`src/rtl/mem_stage.sv`:
```
// mem_stage: RV32I memory-access stage driving a req/gnt/rvalid data port.
// Define MEM_MISALIGN_TRAP_EN to trap misaligned halfword/word accesses.
module mem_stage (
    input  logic        clk,
    input  logic        rst,
    input  logic        ex_valid,
    input  logic [31:0] ex_result,
    input  logic [31:0] ex_store_data,
    input  logic [6:0]  ex_opcode,
    input  logic [2:0]  ex_func3,
    input  logic [4:0]  ex_rd,
    input  logic        ex_wb_reg_file,
    output logic        ex_ready,
    output logic        mem_stall,
    output logic [31:0] mem_fwd_data,
    output logic        dmem_req,
    output logic        dmem_we,
    output logic [31:0] dmem_addr,
    output logic [31:0] dmem_wdata,
    output logic [3:0]  dmem_be,
    input  logic        dmem_gnt,
    input  logic        dmem_rvalid,
    input  logic [31:0] dmem_rdata,
    output logic        wb_valid,
    output logic [31:0] wb_data,
    output logic [4:0]  wb_rd,
    output logic        wb_reg_file,
    output logic        misaligned
);

    localparam logic [6:0] OP_LOAD  = 7'b0000011;
    localparam logic [6:0] OP_STORE = 7'b0100011;

    typedef enum logic [1:0] {IDLE, REQ, WAIT} state_t;

    state_t      state, state_nxt;
    logic [31:0] addr;
    logic [31:0] sdata;
    logic [6:0]  opcode;
    logic [2:0]  func3;
    logic [4:0]  rd;
    logic        wbrf;

    logic        accept;
    logic        ex_mem;
    logic        ex_mis;
    logic        is_store;
    logic [7:0]  lb;
    logic [15:0] lh;
    logic [31:0] ld_data;

    assign ex_ready     = (state == IDLE);
    assign mem_stall    = ~ex_ready;
    assign accept       = ex_valid & ex_ready;
    assign ex_mem       = (ex_opcode == OP_LOAD) | (ex_opcode == OP_STORE);
    assign is_store     = (opcode == OP_STORE);
    assign mem_fwd_data = addr;
    assign dmem_addr    = {addr[31:2], 2'b00};

`ifdef MEM_MISALIGN_TRAP_EN
    assign ex_mis = ex_mem &
                    (((ex_func3[1:0] == 2'b01) & ex_result[0]) |
                     ((ex_func3[1:0] == 2'b10) & (|ex_result[1:0])));
`else
    assign ex_mis = 1'b0;
`endif

    always_ff @(posedge clk or posedge rst) begin
        if (rst) state <= IDLE;
        else     state <= state_nxt;
    end

    always_comb begin
        state_nxt  = state;
        dmem_req   = 1'b0;
        dmem_we    = 1'b0;
        dmem_be    = 4'b0000;
        dmem_wdata = 32'h0;
        unique case (state)
            IDLE: begin
                if (accept & ex_mem & ~ex_mis) state_nxt = REQ;
            end
            REQ: begin
                dmem_req = 1'b1;
                dmem_we  = is_store;
                dmem_be  = 4'b1111;
                if (is_store) begin
                    unique case (1'b1)
                        func3 == 3'b000: begin
                            dmem_be    = 4'b0001 << addr[1:0];
                            dmem_wdata = {4{sdata[7:0]}};
                        end
                        func3 == 3'b001: begin
                            dmem_be    = addr[1] ? 4'b1100 : 4'b0011;
                            dmem_wdata = {2{sdata[15:0]}};
                        end
                        default: dmem_wdata = sdata;
                    endcase
                end
                if (dmem_gnt) state_nxt = is_store ? IDLE : WAIT;
            end
            WAIT: begin
                if (dmem_rvalid) state_nxt = IDLE;
            end
            default: state_nxt = IDLE;
        endcase
    end

    // Lane selection for sub-word loads
    always_comb begin
        unique case (addr[1:0])
            2'b00: lb = dmem_rdata[7:0];
            2'b01: lb = dmem_rdata[15:8];
            2'b10: lb = dmem_rdata[23:16];
            2'b11: lb = dmem_rdata[31:24];
        endcase
        lh = addr[1] ? dmem_rdata[31:16] : dmem_rdata[15:0];
        unique case (func3)
            3'b000:  ld_data = {{24{lb[7]}}, lb};
            3'b001:  ld_data = {{16{lh[15]}}, lh};
            3'b100:  ld_data = {24'h0, lb};
            3'b101:  ld_data = {16'h0, lh};
            default: ld_data = dmem_rdata;
        endcase
    end

    always_ff @(posedge clk or posedge rst) begin
        if (rst) begin
            addr   <= 32'h0;
            sdata  <= 32'h0;
            opcode <= 7'h0;
            func3  <= 3'h0;
            rd     <= 5'h0;
            wbrf   <= 1'b0;
        end else if (accept) begin
            addr   <= ex_result;
            sdata  <= ex_store_data;
            opcode <= ex_opcode;
            func3  <= ex_func3;
            rd     <= ex_rd;
            wbrf   <= ex_wb_reg_file;
        end
    end

    always_ff @(posedge clk or posedge rst) begin
        if (rst) begin
            wb_valid    <= 1'b0;
            wb_data     <= 32'h0;
            wb_rd       <= 5'h0;
            wb_reg_file <= 1'b0;
            misaligned  <= 1'b0;
        end else begin
            wb_valid    <= 1'b0;
            wb_reg_file <= 1'b0;
            misaligned  <= 1'b0;
            if (accept & (~ex_mem | ex_mis)) begin
                wb_valid    <= 1'b1;
                wb_data     <= ex_result;
                wb_rd       <= ex_rd;
                wb_reg_file <= ex_wb_reg_file & ~ex_mem;
                misaligned  <= ex_mis;
            end else if ((state == REQ) & dmem_gnt & is_store) begin
                wb_valid <= 1'b1;
                wb_data  <= addr;
                wb_rd    <= rd;
            end else if ((state == WAIT) & dmem_rvalid) begin
                wb_valid    <= 1'b1;
                wb_data     <= ld_data;
                wb_rd       <= rd;
                wb_reg_file <= wbrf;
            end
        end
    end

endmodule

```
`config.mk`:
```
export PLATFORM = sky130hd
export DESIGN_NAME = mem_stage
export DESIGN_NICKNAME = d
export VERILOG_FILES = /design/src/rtl/mem_stage.sv
export SDC_FILE = /design/constraint.sdc
export NUM_CORES = 1
export LEC_CHECK = 0
export ABC_CLOCK_PERIOD_IN_PS = 4300
export CORE_UTILIZATION = 44
export DETAILED_ROUTE_END_ITERATION = 12
export PLACE_DENSITY = 0.88
export SLEW_MARGIN = 20
export SYNTH_ARGS = -nofsm -noshare
export SYNTH_HDL_FRONTEND = slang
export SYNTH_SLANG_ARGS = --single-unit
export TNS_END_PERCENT = 1
```
`constraint.sdc`:
```
create_clock -name clk -period 4.3 [get_ports clk]
set_input_delay 0.645 -clock clk [delete_from_list [all_inputs] [get_ports clk]]
set_output_delay 0.645 -clock clk [all_outputs]
set_load 0.005 [all_outputs]
```
; ---- Yosys cells after proc, flatten, opt, wreduce, memory -nomap -nowiden
; Index checks and enable logic that the tools add are counted.
[totals]
word_cells = 70
regBits = 121
input_bits = 117
[classes]
n_reduce_logical = 5
n_bitwise = 10
shifts = 1
muxes = 29
n_eq_ne = 14
[op_table]
columns = operator, n
row1 = 32-bit two-way mux, 5
row2 = 32-bit case mux with 4 select lines, 1
row3 = 32-bit case mux with 2 select lines, 1
row4 = 8-bit case mux with 4 select lines, 1
row5 = 16-bit two-way mux, 1
row6 = 5-bit two-way mux, 3
row7 = 7-bit by 6-bit == test with 1-bit output (second input constant), 2
row8 = 4-bit two-way mux, 3
row9 = 1-bit two-way mux, 8
row10 = 2-bit two-way mux, 4
row11 = 4-bit case mux with 2 select lines, 1
row12 = 1-bit AND, 7
row13 = 7-bit by 2-bit == test with 1-bit output (second input constant), 1
row14 = 2-bit == test (second input constant), 3
row15 = 3-bit == test (second input constant), 2
row16 = 2-bit case mux with 3 select lines, 1
row17 = 2-bit by 1-bit == test with 1-bit output (second input constant), 2
row18 = 2-bit logical NOT, 2
row19 = 2-bit inequality test (second input constant), 2
row20 = 1-bit by 2-bit << shifter with 4-bit output (first input constant), 1
row21 = 3-bit by 1-bit == test with 1-bit output (second input constant), 1
row22 = 3-bit logical NOT, 1
row23 = 3-bit AND reduction, 1
row24 = 3-bit nonzero test, 1
row25 = other kinds (3), 4

; ---- Logic depth before layout (Yosys ltp)
[logic_depth]
word_depth = 6
depth_mapped = 8
mapped_depth_nobuf = 5

; ---- Worst setup path before layout
; Ideal clock, no wire load.
[synth_timing]
path_kind = reg-to-output
startpoint = register opcode[3]
endpoint = output port dmem_wdata[28]
path_buffers = 1
path_stages_with_launch = 6
setup_slack_ns = 1.961
required_ns = 3.655
arrival_ns = 1.694
path_cell_list = dfrtp_1 -> or4b_4 -> nor2_1 -> nand2_1 -> clkbuf_1 -> a211oi_1
[synth_via]
elab_chain_len = 3
[synth_lines]
columns = element, line
row1 = start: declaration, 39  ; logic [6:0] opcode;
row2 = start signal: assignment, 138  ; opcode <= ex_opcode;
row3 = 7-bit by 6-bit == test with 1-bit output, 56  ; assign is_store = (opcode == OP_STORE);
row4 = 32-bit two-way mux, 87  ; if (is_store) begin
row5 = 32-bit two-way mux, 79  ; unique case (state)
row6 = end: declaration, 19  ; output logic [31:0] dmem_wdata,
; No other way between the ends.

; ---- Worst setup path in the final report
[layout_timing]
startpoint = register opcode[3]
endpoint = output port dmem_wdata[24]
; The elaborated chain is that of the path after synthesis.

==> results.toml <==
[worst_setup_path]
slowest_delay_ns = 0.56
rrSetupSlack_ns = 1.24
crit_path_start_kind = "flip-flop"
worstPathCellList = "or4b_4 > nor2_1 > buf_4 > nand2_1 > a211oi_1 > clkdlybuf4s50_1"
cp_slowest_cell = "or4b_4"
crit_buf_inv = 2
critPathTopFamily = "simple AND/OR/NAND/NOR gates"
cp-end-kind = "output pin"
worst-endpoint-arrival_ns = 3.17
critical_path_class = "flip-flop to output pin"
path_max_fanout = 25
worst_r2r_endpoint = "wb_data[19]"
crit_required_ns = 3.65
critical_path_cell_count = 6
reg2reg_depth = 5
r2r-start = "mem_fwd_data[1]"

[grt]
grt_use_met1 = 0.374
globalRouteMet3Util = 0.0693
grt_pass1_vias = 6145
grt_max_degree = 81
use_met2 = 0.474
antenna_found_initial = 0
grt_pass1_wl_um = 33000
grt_overflow = 0
grt-busiest-layer = "met2"
grt.total_usage = 0.295

[drt]
drc_errors = 0
finalWirelength_um = 21700
vias = 6486
first_pass_iters = 5
ant_nets = 0
wl_per_cell_um = 18.9
dr.first_iter.drc_count = 511
post_drt_via_cell_ratio = 5.63

[cts]
clkSlewWorstSetupHoldPaths_ns = 0.06
clock_latency_ns = 0.42
post_cts_resized = 0
numCtsBuffers = 17
cts_buffer_depth = 2
htree_levels = 4
cts_root_buf = "clkbuf_16"
ctsHoldBuffers = 0
tritoncts = "yes"
cts_sinks = 121
cts_setup_buffers = 0

[final_layout]
area_growth_pct = 48.7
fin_util = 0.675
fillCellCount = 1097
nets = 1077
finalNonFillerCells = 1153
final_cell_area_um2 = 9410
antennaDiodeCount = 0
drive_gt1_frac = 0.0576

[sta]
min_period_ns = 3.81
fin_skew_ns = 0.0125
rsz0062_at_grt = "no"
tightest_slew_ns = 0.938
hold_violations = 0
relSlewSlack = 0.373
whs_ns = 0.474
setup_viol = 0
drv_slew = 0
tns_ns = 0
fin_ws_ns = 0.485
min_period_over_period = 0.887
fmax_mhz = 262

[power_and_ir_drop]
finalPower_mw = 3.67
swShare = 0.271
intPower_mw = 2.68
leakage_nw = 4.20
p_seq_frac = 0.377
ir_worst_vdd_v = 0.000262
p_per_area_nw_per_um2 = 390
clkPwrFrac = 0.414
switchingPower_mw = 0.995
combPwrFrac = 0.209

[floorplan]
start_util = 0.454
rows = 43
pin_count = 261
die_h_um = 122
die_area_um2 = 14900
core-area_um2 = 13900
die_x_um = 122

[worst_hold_path]
whs_endpoint = "opcode[1]"
hold_class = "flip-flop to flip-flop"
min_from = "opcode[1]"
hold_depth = 2

[logic_synthesis]
ys_seq_area_frac = 0.479
synth_cell_types = 49
synth-edff-count = 0
synth_area_leader_cell = "dfrtp_1"
synthCells = 759
synth_area_leaders = "dfrtp_1 48%, nand2_1 18%, a21oi_1 4.6%, buf_4 4.0%, clkbuf_1 2.8%"
synth_ff_type = "dfrtp_1"
synth.ff_latch_count = 121
syn_area_um2 = 6330
synth.avg_cell_area_um2 = 8.34
synth_top_area_frac = 0.479
async_reset_ff_frac = 1.00
yosysWarnings = 0

[place]
dp_hpwl_um = 15200
dp_cells = 1121
placed_cell_area_um2 = 8770
routabilityCongestion = 0.901
place_ws_ns = 0.968
io_buffers = 257

[run]
maxCapViolCount = 0

[status]
status = "completed"
worst max-delay path by stage:
stage / startpoint / to / slack (ns)
after global routing: opcode[3] / dmem_wdata[24] / 0.35
after global placement: dmem_rdata[31] / wb_data[19] / 1.03
after floorplan: rst / func3[0] / 0.44
final: opcode[3] / dmem_wdata[24] / 0.49
after CTS: opcode[3] / dmem_wdata[24] / 0.49
after detailed placement: opcode[3] / dmem_wdata[24] / 0.97
worst min-delay path: cells and delay by family (launching register included):
| kind | cells | cell delay (ns) |
|---|---|---|
| flops | 1 | 0.34 |
| simple gates | 2 | 0.10 |
cell type report:
type,instances,area [um2],share of cell area
clock inverters,11,170,0.0181
multi-input cells,543,2830,0.301
inverters,8,32.5,0.00346
flip-flops and latches,121,3030,0.322
well taps,180,225,0.0239
repair buffers,269,2660,0.283
clock buffers,21,460,0.0489
cells by family after synthesis:
| logic type | after synthesis | synth area share |
|---|---|---|
| AOI/OAI and AO/OA | 181 | 0.191 |
| buffers and inverters | 97 | 0.0793 |
| DFF | 121 | 0.479 |
| muxes | 17 | 0.0291 |
| other | 1 | 0.000593 |
| and+or+nand+nor | 342 | 0.221 |
metal layers:
| metal | routed length, um | vias up |
|---|---|---|
| met5 | 0 | - |
| met4 | 789 | 0 |
| met3 | 1800 | 59 |
| met2 | 10600 | 343 |
| met1 | 8580 | 3129 |
| li1 | - | 2955 |
synth_stat cells (all sizes together), types with 9 or more instances:
cell and instances:
mux2i 15, clkbuf 47, dfrtp 121, a32oi 19, o21ai 29, a22oi 12, nand2 295, a21oi 58
and3 9, a211oi 9, buf 42, nor2 11, a21boi 16
placed cells by master, fill, tap and decap left out, types with 7 or more instances in the layout:
master           count
a221o_1              7
a22oi_1             12
clkdlybuf4s50_1    257
clkbuf_16           17
and3_1               9
nand2_1            295
a22o_1               8
a21boi_0            16
a211oi_1             9
o21ai_1             10
buf_4               12
a21oi_1             58
mux2i_1             15
a32oi_1             19
o21ai_0             19
nor2_1              10
dfrtp_1            121
state kept, by name (all words and copies together), names as in the netlist:
| register | flops |
|---|---|
| sdata | 32 |
| opcode | 7 |
| wb_reg_file | 1 |
| func3 | 3 |
| mem_fwd_data | 32 |
| rd | 5 |
| wbrf | 1 |
| wb_valid | 1 |
| wb_data | 32 |
| wb_rd | 5 |
| state | 2 |
power by group through the flow:
| stage | logic, mW | clock network [mW] | registers [mW] |
|---|---|---|---|
| after detailed placement | 0.761 | 0 | 1.40 |
| after global placement | 0.750 | 0 | 1.39 |
| after CTS | 0.766 | 1.53 | 1.38 |
| after global routing | 0.833 | 1.58 | 1.40 |
| final | 0.767 | 1.52 | 1.38 |
| after floorplan | 0.369 | 0 | 1.37 |
(Power assumes the default switching activity.)
